## src/rtl/exec_sequencer.sv

```systemverilog
// exec_sequencer
//   Multi-cycle control sequencer for the execution units. Each instruction
//   goes through FETCH -> DECODE -> READ -> EXEC. One unit is enabled
//   (active low) for READ and EXEC. The register-file write is strobed in
//   EXEC, and the PC and retired count advance at the end of EXEC. An
//   unsupported opcode parks the sequencer in HALT until reset.
//
// Parameters
//   XLEN      data/address width
//   RESET_PC  PC value loaded on reset
//
// Ports
//   clk, rst            clock (rising edge), synchronous active-high reset
//   mem_addr/mem_req    fetch address and request, driven during FETCH
//   mem_ready/mem_rdata fetch handshake and instruction word
//   instruction         latched instruction register, fanned out to units
//   alu_imm_enable_n    active-low enable, OP-IMM unit
//   alu_reg_enable_n    active-low enable, OP unit
//   reg_write_en        one-cycle register-file write strobe (EXEC)
//   pc, instret         program counter, retired-instruction counter
//   halted, illegal     sequencer stopped / stop caused by bad opcode
module exec_sequencer #(
  parameter int unsigned     XLEN     = 32,
  parameter logic [XLEN-1:0] RESET_PC = '0
) (
  input  logic            clk,
  input  logic            rst,
  output logic [XLEN-1:0] mem_addr,
  output logic            mem_req,
  input  logic            mem_ready,
  input  logic [XLEN-1:0] mem_rdata,
  output logic [XLEN-1:0] instruction,
  output logic            alu_imm_enable_n,
  output logic            alu_reg_enable_n,
  output logic            reg_write_en,
  output logic [XLEN-1:0] pc,
  output logic [31:0]     instret,
  output logic            halted,
  output logic            illegal
);

  localparam logic [6:0] OPC_OP_IMM = 7'b0010011;
  localparam logic [6:0] OPC_OP     = 7'b0110011;

  typedef enum logic [2:0] {
    FETCH,
    DECODE,
    READ,
    EXEC,
    HALT
  } state_t;

  state_t state;
  state_t next_state;

  // Unit selection captured in DECODE so READ/EXEC never re-decode the IR.
  logic sel_imm;
  logic sel_reg;

  logic [6:0] opcode;
  logic [4:0] rd;
  logic       is_op_imm;
  logic       is_op;

  assign opcode    = instruction[6:0];
  assign rd        = instruction[11:7];
  assign is_op_imm = (opcode == OPC_OP_IMM);
  assign is_op     = (opcode == OPC_OP);

  assign mem_addr = pc;

  // State register
  always_ff @(posedge clk) begin
    if (rst) begin
      state <= FETCH;
    end else begin
      state <= next_state;
    end
  end

  // Next state and state-decoded control outputs
  always_comb begin
    next_state       = state;
    mem_req          = 1'b0;
    alu_imm_enable_n = 1'b1;
    alu_reg_enable_n = 1'b1;
    reg_write_en     = 1'b0;
    halted           = 1'b0;

    unique case (state)
      FETCH: begin
        mem_req = 1'b1;
        if (mem_ready) begin
          next_state = DECODE;
        end
      end
      DECODE: begin
        next_state = (is_op_imm || is_op) ? READ : HALT;
      end
      READ: begin
        alu_imm_enable_n = ~sel_imm;
        alu_reg_enable_n = ~sel_reg;
        next_state       = EXEC;
      end
      EXEC: begin
        alu_imm_enable_n = ~sel_imm;
        alu_reg_enable_n = ~sel_reg;
        reg_write_en     = (rd != 5'd0);
        next_state       = FETCH;
      end
      HALT: begin
        halted = 1'b1;
      end
      default: begin
        next_state = FETCH;
      end
    endcase

    // Reset forces the control outputs idle in the same cycle it is
    // asserted. This covers a reset that lands in EXEC: it drops the write
    // strobe before the edge instead of after it.
    if (rst) begin
      mem_req          = 1'b0;
      alu_imm_enable_n = 1'b1;
      alu_reg_enable_n = 1'b1;
      reg_write_en     = 1'b0;
      halted           = 1'b0;
    end
  end

  // Datapath registers: IR, unit selection, PC, retired count, illegal flag
  always_ff @(posedge clk) begin
    if (rst) begin
      pc          <= RESET_PC;
      instruction <= '0;
      instret     <= '0;
      illegal     <= 1'b0;
      sel_imm     <= 1'b0;
      sel_reg     <= 1'b0;
    end else begin
      unique case (state)
        FETCH: begin
          if (mem_ready) begin
            instruction <= mem_rdata;
          end
        end
        DECODE: begin
          sel_imm <= is_op_imm;
          sel_reg <= is_op;
          if (!(is_op_imm || is_op)) begin
            illegal <= 1'b1;
          end
        end
        EXEC: begin
          pc      <= pc + XLEN'(4);
          instret <= instret + 32'd1;
        end
        default: begin
        end
      endcase
    end
  end

endmodule

```

## config.mk

```make
export PLATFORM = sky130hd
export DESIGN_NAME = exec_sequencer
export DESIGN_NICKNAME = d
export VERILOG_FILES = /design/src/rtl/exec_sequencer.sv
export SDC_FILE = /design/constraint.sdc
export NUM_CORES = 1
export LEC_CHECK = 0
export CORE_ASPECT_RATIO = 0.5
export CORE_MARGIN = 5
export CORE_UTILIZATION = 40
export CTS_CLUSTER_DIAMETER = 60
export DETAILED_ROUTE_END_ITERATION = 12
export PLACE_DENSITY = 0.74
export SKIP_LAST_GASP = 1
export SLEW_MARGIN = 20
export SYNTH_ARGS = -nofsm -noshare
export SYNTH_HDL_FRONTEND = slang
export SYNTH_SLANG_ARGS = --single-unit
```

## constraint.sdc

```tcl
create_clock -name clk -period 2.7 [get_ports clk]
set_clock_uncertainty 0.1 [all_clocks]
set_input_delay 0.54 -clock clk [delete_from_list [all_inputs] [get_ports clk]]
set_output_delay 0.54 -clock clk [all_outputs]
set_load 0.01 [all_outputs]
```

==> results.cfg, run 1 <==
[clocking]
clk_latency_ns = 0.34
cts_buffer_depth = 2
ctsResizeCount = 0
numCtsBuffers = 9
hold_buffers = 0
cts.sinks = 100
ctsRootBufferMaster = clkbuf_16
clk_pin_slew_ns = 0.07
post-cts-setup-buffers = 0
htreeDepth = 3
cts_tree = yes

[synthesis]
synth_edf_count = 0
ys_top_cells_by_count = 100 x dfxtp_1, 87 x nand2_1, 66 x nor2_1
async_flop_share_pct = 0
syn_area_mm2 = 0.00442
avgSynthCellArea_um2 = 8.27
synth_area_leaders = dfxtp_1 45%, nand2_1 7.4%, xor2_1 6.5%, buf_4 5.9%, nor2_1 5.6%
synth-seq-area-share_pct = 45.2
synth_flop_cell = dfxtp_1
yosysWarningCount = 0
yosysTopAreaCellShare_pct = 45.2
synth_cells = 535
synth.most_common_cell = dfxtp_1
yosysTopAreaCell = dfxtp_1
ys_seq_elements = 100
ys_types = 34

[floorplan]
core_mm2 = 0.0109
die_area_mm2 = 0.0134
row_count = 27
io_pins = 169
start_util_pct = 40.5
fp.dieH_um = 84.4
die_w_um = 159

[sta]
drv_slew = 0
period_share_pct = 94.7
setup_viol = 0
timing.slew.headroom_pct = 64.7
hold_viol = 0
fmax_mhz = 391
worst_pin_slew_ns = 0.529
setup_slack_ns = 0.142
setup_tns_ns = 0
period_minus_slack_ns = 2.56
grt_setup_unrepaired = no

[power]
pwr-share-clk_pct = 39.8
p_sw_share_pct = 23.8
p_switching_w = 0.000710
pwr-share-seq_pct = 51.4
peakVddDrop_v = 0.000300
p_per_area_mw_per_mm2 = 478
p_leak_nw = 2.17
p_int_w = 0.00227
power_frac_comb_pct = 8.8

[route]
met1_length_um = 4740
highest_layer = met4
drc = 0
via_per_inst = 4.87
finalWirelength_um = 11100
route.met2.wl_um = 5500
wire_per_inst_um = 13.6
dr.pass1.iters = 4
drtIter0Drc = 118
ant_nets = 0
met3WireLength_um = 679
vias = 3948

[critical_path]
start_kind = flop
path_max_fanout = 11
cp.arrival_ns = 1.92
cp_slowest_cell = clkdlybuf4s50_1
cp.required_ns = 2.06
crit_buf_inv = 1
max_stage_delay_ns = 0.58
path_delay_family = buffers and inverters
crit_chain = nor2b_1 > nand2_1 > nor3_1 > clkdlybuf4s50_1
endpoint_kind = primary output
path_class = flop to primary output

[placed_design]
io_buffers = 164
pre_cts_ws_ns = 0.421
hpwl_um = 8060
globalplace.congestion = 0.794

[global_route]
grt-ovfl-total = 0
grt_antenna_before_repair = 0
gr-usage-all-layers_pct = 16.2
grt_pass1_wl_um = 18500
grt_pass1_vias = 3651
grt_max_degree = 44

[final_layout]
antenna_cells = 0
drive_gt1_share_pct = 5.11
layout.nets = 698
areaGrowthSynthToFinish_pct = 41.1

[min_path]
hp-class = primary input to flop

[run_status]
status = finished, final reports clean

[job]
cap_violations = 0
## power by group through the flow
stage	Combinational (W)	Sequential, W	Clock (W)
finish	0.000261	0.00153	0.00119
global route	0.000286	0.00154	0.00130
CTS	0.000265	0.00153	0.00122
detailed placement	0.000264	0.00157	0
global placement	0.000262	0.00157	0
floorplan	0.000108	0.00158	0
## path summary, 6_finish.rpt
kind / from / endpoint / slack, ns / depth (start not counted)
max: state[2]$_SDFFE_PP0P_ / reg_write_en / 0.14 / 4
min: rst / instruction[4]$_SDFFE_PP0P_ / 0.35 / 2
max reg2reg: state[1]$_SDFFE_PP0P_ / mem_addr[30]$_SDFFE_PP0N_ / 0.53 / 5
min reg2reg: instruction[28]$_SDFFE_PP0P_ / instruction[28]$_SDFFE_PP0P_ / 0.36 / 2
## cell families after synthesis
group | synth area share (%)
simple gates | 28.8
flops | 45.2
fa+ha+maj | 0.566
compound gates | 5.54
buf+inv | 8.91
xor+xnor | 10.9
other cells | 0.0848
## routing by layer
layer | up-vias | global-route usage [%]
li1 | 2001 | -
met1 | 1846 | 19.2
met2 | 88 | 27.9
met3 | 13 | 5.89
met4 | 0 | 4.29
met5 | - | 0
## placed cells by master, fill, tap and decap left out
cell type and instances:
nand4_1 25, o21ai_0 5, clkbuf_16 9, and3_1 11, nand3_1 19, a21oi_1 44
nor3_1 13, and2_1 2, clkinvlp_4 4, nand2b_1 1, nor3b_1 3, dfxtp_1 100
clkbuf_1 2, nor4_1 5, inv_1 6, nor2b_1 2, clkinv_4 1, inv_2 1
ha_1 2, xnor2_1 22, and4b_1 1, nor2_1 66, nand2_1 87, and3b_1 1
nor4_2 3, clkdlybuf4s50_1 163, or3_1 5, or2_2 1, buf_4 11, or4b_2 1
xor2_1 33, conb_1 4, or4_1 2, nor4b_1 1, nor4b_2 3, and4_1 7
## stage by stage
step	utilization (%)	hold slack (ns)	std cells	total power, W	instance area, um2
floorplan	-	0.354	538	0.00169	4440
global placement	54.7	0.341	795	0.00183	5970
detailed placement	54.7	0.345	795	0.00183	5970
CTS	57.2	0.340	811	0.00302	6240
global route	57.2	0.344	811	0.00312	6240
finish	57.2	0.348	811	0.00298	6240
## layout make-up
class	instances	area [um2]
sequential	100	2000
multi-input combinational	369	2050
clock inverter	5	38.8
tap	145	181
fill	990	4670
inverter	7	26.3
timing repair buffer	174	1710
clock buffer	11	233
Power figures use the tool's default switching activity.
==> run 2, diff against run 1 <==
--- a/config.mk
+++ b/config.mk
@@ -6,7 +6,7 @@
 export NUM_CORES = 1
 export LEC_CHECK = 0
 export CORE_ASPECT_RATIO = 0.5
-export CORE_MARGIN = 5
+export CORE_MARGIN = 2
 export CORE_UTILIZATION = 40
 export CTS_CLUSTER_DIAMETER = 60
 export DETAILED_ROUTE_END_ITERATION = 12
==> run 2 against run 1 <==
Effect of this change: highest routed layer unchanged; final area is 0.86% higher; largest cell class unchanged; clock power is 14% higher; first-iteration DRC count up 31%; critical path depth fell by 1; non-clock buffer count grew 1; largest power group unchanged; cell count grew 0.12%; power rose by 5.8%; global-route usage grew 1.1 points; flip-flop and latch count did not move; sequential share of layout area fell by 0.27 points; setup slack improved by 0.033 ns; core utilization is 0.67 points higher.
==> results.cfg, run 2 (synthesized netlist as in run 1, its figures left out) <==
[global_route]
grt_pass1_vias = 3625
gr-usage-all-layers_pct = 17.3
grt_max_degree = 33
grt_pass1_wl_um = 17300
grt-ovfl-total = 0
grt_antenna_before_repair = 0

[critical_path]
start_kind = flop
endpoint_kind = primary output
rr_endpoint = instret[20]$_SDFFE_PP0N_
cp.arrival_ns = 1.89
path_class = flop to primary output
path_max_fanout = 11
cp.required_ns = 2.06
timing.rr.start = state[1]$_SDFFE_PP0P_
regToRegSetupSlack_ns = 0.55
reg2regPathDepth = 5

[final_layout]
mostFrequentLayoutCells = 163 x clkdlybuf4s50_1, 100 x dfxtp_1, 87 x nand2_1
final_util_pct = 57.9
layout.nets = 699
stdcell_area_mm2 = 0.00629
antenna_cells = 0
drive_gt1_share_pct = 5.40
n_fill_cell = 983
layout_commonest_cell = clkdlybuf4s50_1
areaGrowthSynthToFinish_pct = 42.3

[clocking]
clk_pin_slew_ns = 0.07
cts_tree = yes
ctsRootBufferMaster = clkbuf_16
numCtsBuffers = 9
hold_buffers = 0
ctsResizeCount = 0
post-cts-setup-buffers = 0
clk_latency_ns = 0.33
cts.sinks = 100
htreeDepth = 3
cts_buffer_depth = 2

[min_path]
hold_path_end = instruction[14]$_SDFFE_PP0P_
hold_depth = 2
hp-class = flop to flop
hp-start = instruction[14]$_SDFFE_PP0P_

[power]
peakVddDrop_v = 0.000291
p_leak_nw = 2.20
p_per_area_mw_per_mm2 = 502

[run_status]
status = finished, final reports clean

[route]
ant_nets = 0
dr.pass1.iters = 4
drtIter0Drc = 155
via_per_inst = 4.85
vias = 3937
finalWirelength_um = 10500
drc = 0
wire_per_inst_um = 12.9

[floorplan]
die_area_mm2 = 0.0120
fp.dieH_um = 78.4
io_pins = 169
die_w_um = 153
start_util_pct = 40.7
core_mm2 = 0.0109
row_count = 27

[sta]
period_share_pct = 93.5
drv_slew = 0
fmax_mhz = 396
period_minus_slack_ns = 2.53
grt_setup_unrepaired = no
setup_viol = 0
hold_viol = 0
setup_tns_ns = 0

[placed_design]
io_buffers = 164
placed_area_mm2 = 0.00598
globalplace.congestion = 0.788
hpwl_um = 7480

[job]
cap_violations = 0
## run 2: cell types whose count changed in the layout (fill, tap and decap cells not counted)
cell        delta
bufinv_16      +2
clkinvlp_4     -2
buf_4          +1
clkbuf_1       -1
clkinv_2       +1
## run 2: worst max-delay path by stage
stage	from	end	cells past startpoint
6_report	state[2]$_SDFFE_PP0P_	halted	3
5_1_grt	state[2]$_SDFFE_PP0P_	reg_write_en	4
4_1_cts	state[2]$_SDFFE_PP0P_	halted	3
3_5_place_dp	mem_ready	instruction[25]$_SDFFE_PP0P_	5
3_3_place_gp	mem_ready	instruction[24]$_SDFFE_PP0P_	5
2_1_floorplan	instret[7]$_SDFFE_PP0N_	instret[28]$_SDFFE_PP0N_	6
## run 2: power breakdown
group,switching (W),internal [W]
registers,0.0000241,0.00151
logic,0.000123,0.000137
clock network,0.000551,0.000812
total,0.000699,0.00246
## run 2: stage by stage
stage / instances / hold slack, ns / power, W / worst slack, ns
3_5_place_dp: 796 / 0.347 / 0.00183 / 0.418
6_report: 812 / 0.352 / 0.00316 / 0.175
2_1_floorplan: 538 / 0.354 / 0.00169 / 0.725
3_3_place_gp: 796 / 0.341 / 0.00183 / 0.439
5_1_grt: 812 / 0.376 / 0.00328 / 0.0301
4_1_cts: 812 / 0.357 / 0.00319 / 0.157
## run 2: area by class of cell
cell class	count	area [um2]	area share (%)
Clock buffer	10	229	3.64
Clock inverter	6	88.8	1.41
Inverter	7	26.3	0.417
Multi-Input combinational cell	369	2050	32.5
Sequential cell	100	2000	31.8
Tap cell	145	181	2.88
Timing Repair Buffer	175	1720	27.4
## run 2: layer usage
layer	wire, um	global-route usage [%]
met1	4750	21.6
met2	5120	29.8
met3	515	4.64
met4	129	4.44
met5	0	0
## run 2: worst max-delay path: stages, from the launching register on
cell and delay, ns:
dfxtp_1 0.52, nor2b_1 0.20, nor3b_1 0.24, clkdlybuf4s50_1 0.58
==> run 3, diff against run 2 <==
--- a/config.mk
+++ b/config.mk
@@ -11,6 +11,7 @@
 export CTS_CLUSTER_DIAMETER = 60
 export DETAILED_ROUTE_END_ITERATION = 12
 export PLACE_DENSITY = 0.74
+export RECOVER_POWER = 50
 export SKIP_LAST_GASP = 1
 export SLEW_MARGIN = 20
 export SYNTH_ARGS = -nofsm -noshare
==> run 3 against run 2 <==
Effect of this change: setup slack improved by 0.011 ns; via count is essentially flat; wire length decreased by 0.40%; power fell by 0.53%; critical endpoint unchanged; highest routed layer unchanged.
==> results.cfg, run 3 (synthesized netlist as in run 1, its figures left out) <==
[run_status]
status = finished, final reports clean

[power]
pwr-share-seq_pct = 48.8
power_frac_comb_pct = 7.9
pwr-share-clk_pct = 43.3
p_switching_w = 0.000696
p_int_w = 0.00245
p_leak_nw = 2.39
peakVddDrop_v = 0.000291
p_per_area_mw_per_mm2 = 500
p_sw_share_pct = 22.1

[final_layout]
n_fill_cell = 990
areaGrowthSynthToFinish_pct = 42.0
regArea_mm2 = 0.00200
multi_input_area_mm2 = 0.00205
antenna_cells = 0
layout.nets = 699
layout_commonest_cell = dfxtp_1
final_util_pct = 57.7
drive_gt1_share_pct = 4.95
mostFrequentLayoutCells = 100 x dfxtp_1, 99 x clkdlybuf4s50_1, 87 x nand2_1

[clocking]
ctsRootBufferMaster = clkbuf_16
hold_buffers = 0
post-cts-setup-buffers = 0
cts_buffer_depth = 2
cts_tree = yes
cts.sinks = 100
clk_pin_slew_ns = 0.07
clk_latency_ns = 0.33
ctsResizeCount = 0
htreeDepth = 3
numCtsBuffers = 9

[global_route]
grt_pass1_vias = 3625
grt-ovfl-total = 0
grt_max_degree = 33
grt_pass1_wl_um = 17300
grt_antenna_before_repair = 0
gr-usage-all-layers_pct = 17.3

[floorplan]
core_mm2 = 0.0109
fp.dieH_um = 78.4
row_count = 27
die_w_um = 153
start_util_pct = 40.7
io_pins = 169
die_area_mm2 = 0.0120

[placed_design]
hpwl_um = 7480
pre_cts_ws_ns = 0.418
io_buffers = 164
globalplace.congestion = 0.788

[sta]
setup_slack_ns = 0.186
setup_tns_ns = 0
period_minus_slack_ns = 2.51
setup_viol = 0
drv_slew = 0
period_share_pct = 93.1
fmax_mhz = 398
hold_slack_ns = 0.349
grt_setup_unrepaired = no
hold_viol = 0
timing.slew.headroom_pct = 57.9
worst_pin_slew_ns = 0.631

[critical_path]
cp.required_ns = 2.06
path_class = flop to primary output
start_kind = flop
regToRegSetupSlack_ns = 0.34
path_max_fanout = 11
endpoint_kind = primary output
startpoint = state[2]$_SDFFE_PP0P_
timing.rr.start = state[1]$_SDFFE_PP0P_
cp.arrival_ns = 1.87

[route]
wire_per_inst_um = 12.9
vias = 3938
finalWirelength_um = 10500
drtIter0Drc = 136
via_per_inst = 4.85
drc = 0
dr.pass1.iters = 4
ant_nets = 0

[job]
cap_violations = 0

[min_path]
hp-start = instruction[14]$_SDFFE_PP0P_
hp-class = flop to flop
==> run 3: path summary, 6_finish.rpt <==
path                             endpoint  cells past startpoint
max                                halted                      3
min reg2reg  instruction[14]$_SDFFE_PP0P_                      2
min          instruction[14]$_SDFFE_PP0P_                      2
max reg2reg      instret[30]$_SDFFE_PP0N_                      6
==> run 3: power by group through the flow <==
stage               registers [W]  logic, W  clock network [W]
CTS                       0.00153  0.000265            0.00139
detailed placement        0.00157  0.000263                  0
global placement          0.00157  0.000261                  0
global route              0.00154  0.000272            0.00146
finish                    0.00153  0.000248            0.00136
floorplan                 0.00158  0.000108                  0
==> run 3: worst max-delay path, cell delays in order (launching register included) <==
cell and delay (ns):
dfxtp_1 0.52, nor2b_1 0.20, nor3b_1 0.24, clkdlybuf4s50_1 0.58
==> run 3: layout make-up <==
type	count	area share [%]
clock buffers	10	3.65
clock inverters	6	1.41
inverters	7	0.418
multi-input cells	369	32.6
flip-flops and latches	100	31.9
well taps	145	2.89
repair buffers	175	27.2
==> run 3: per-layer routing <==
layer / vias to the layer above / wire (um) / global-route usage, %
met2: 102 / 5120 / 29.8
met4: 0 / 129 / 4.44
met3: 10 / 510 / 4.64
met1: 1814 / 4710 / 21.6
li1: 2012 / - / -
met5: - / 0 / 0
==> run 3: through the flow <==
stage	total power [W]	cells	cell area (um2)
finish	0.00314	812	6280
global route	0.00327	812	6280
CTS	0.00319	812	6290
detailed placement	0.00183	796	5980
global placement	0.00183	796	5980
floorplan	0.00169	538	4440
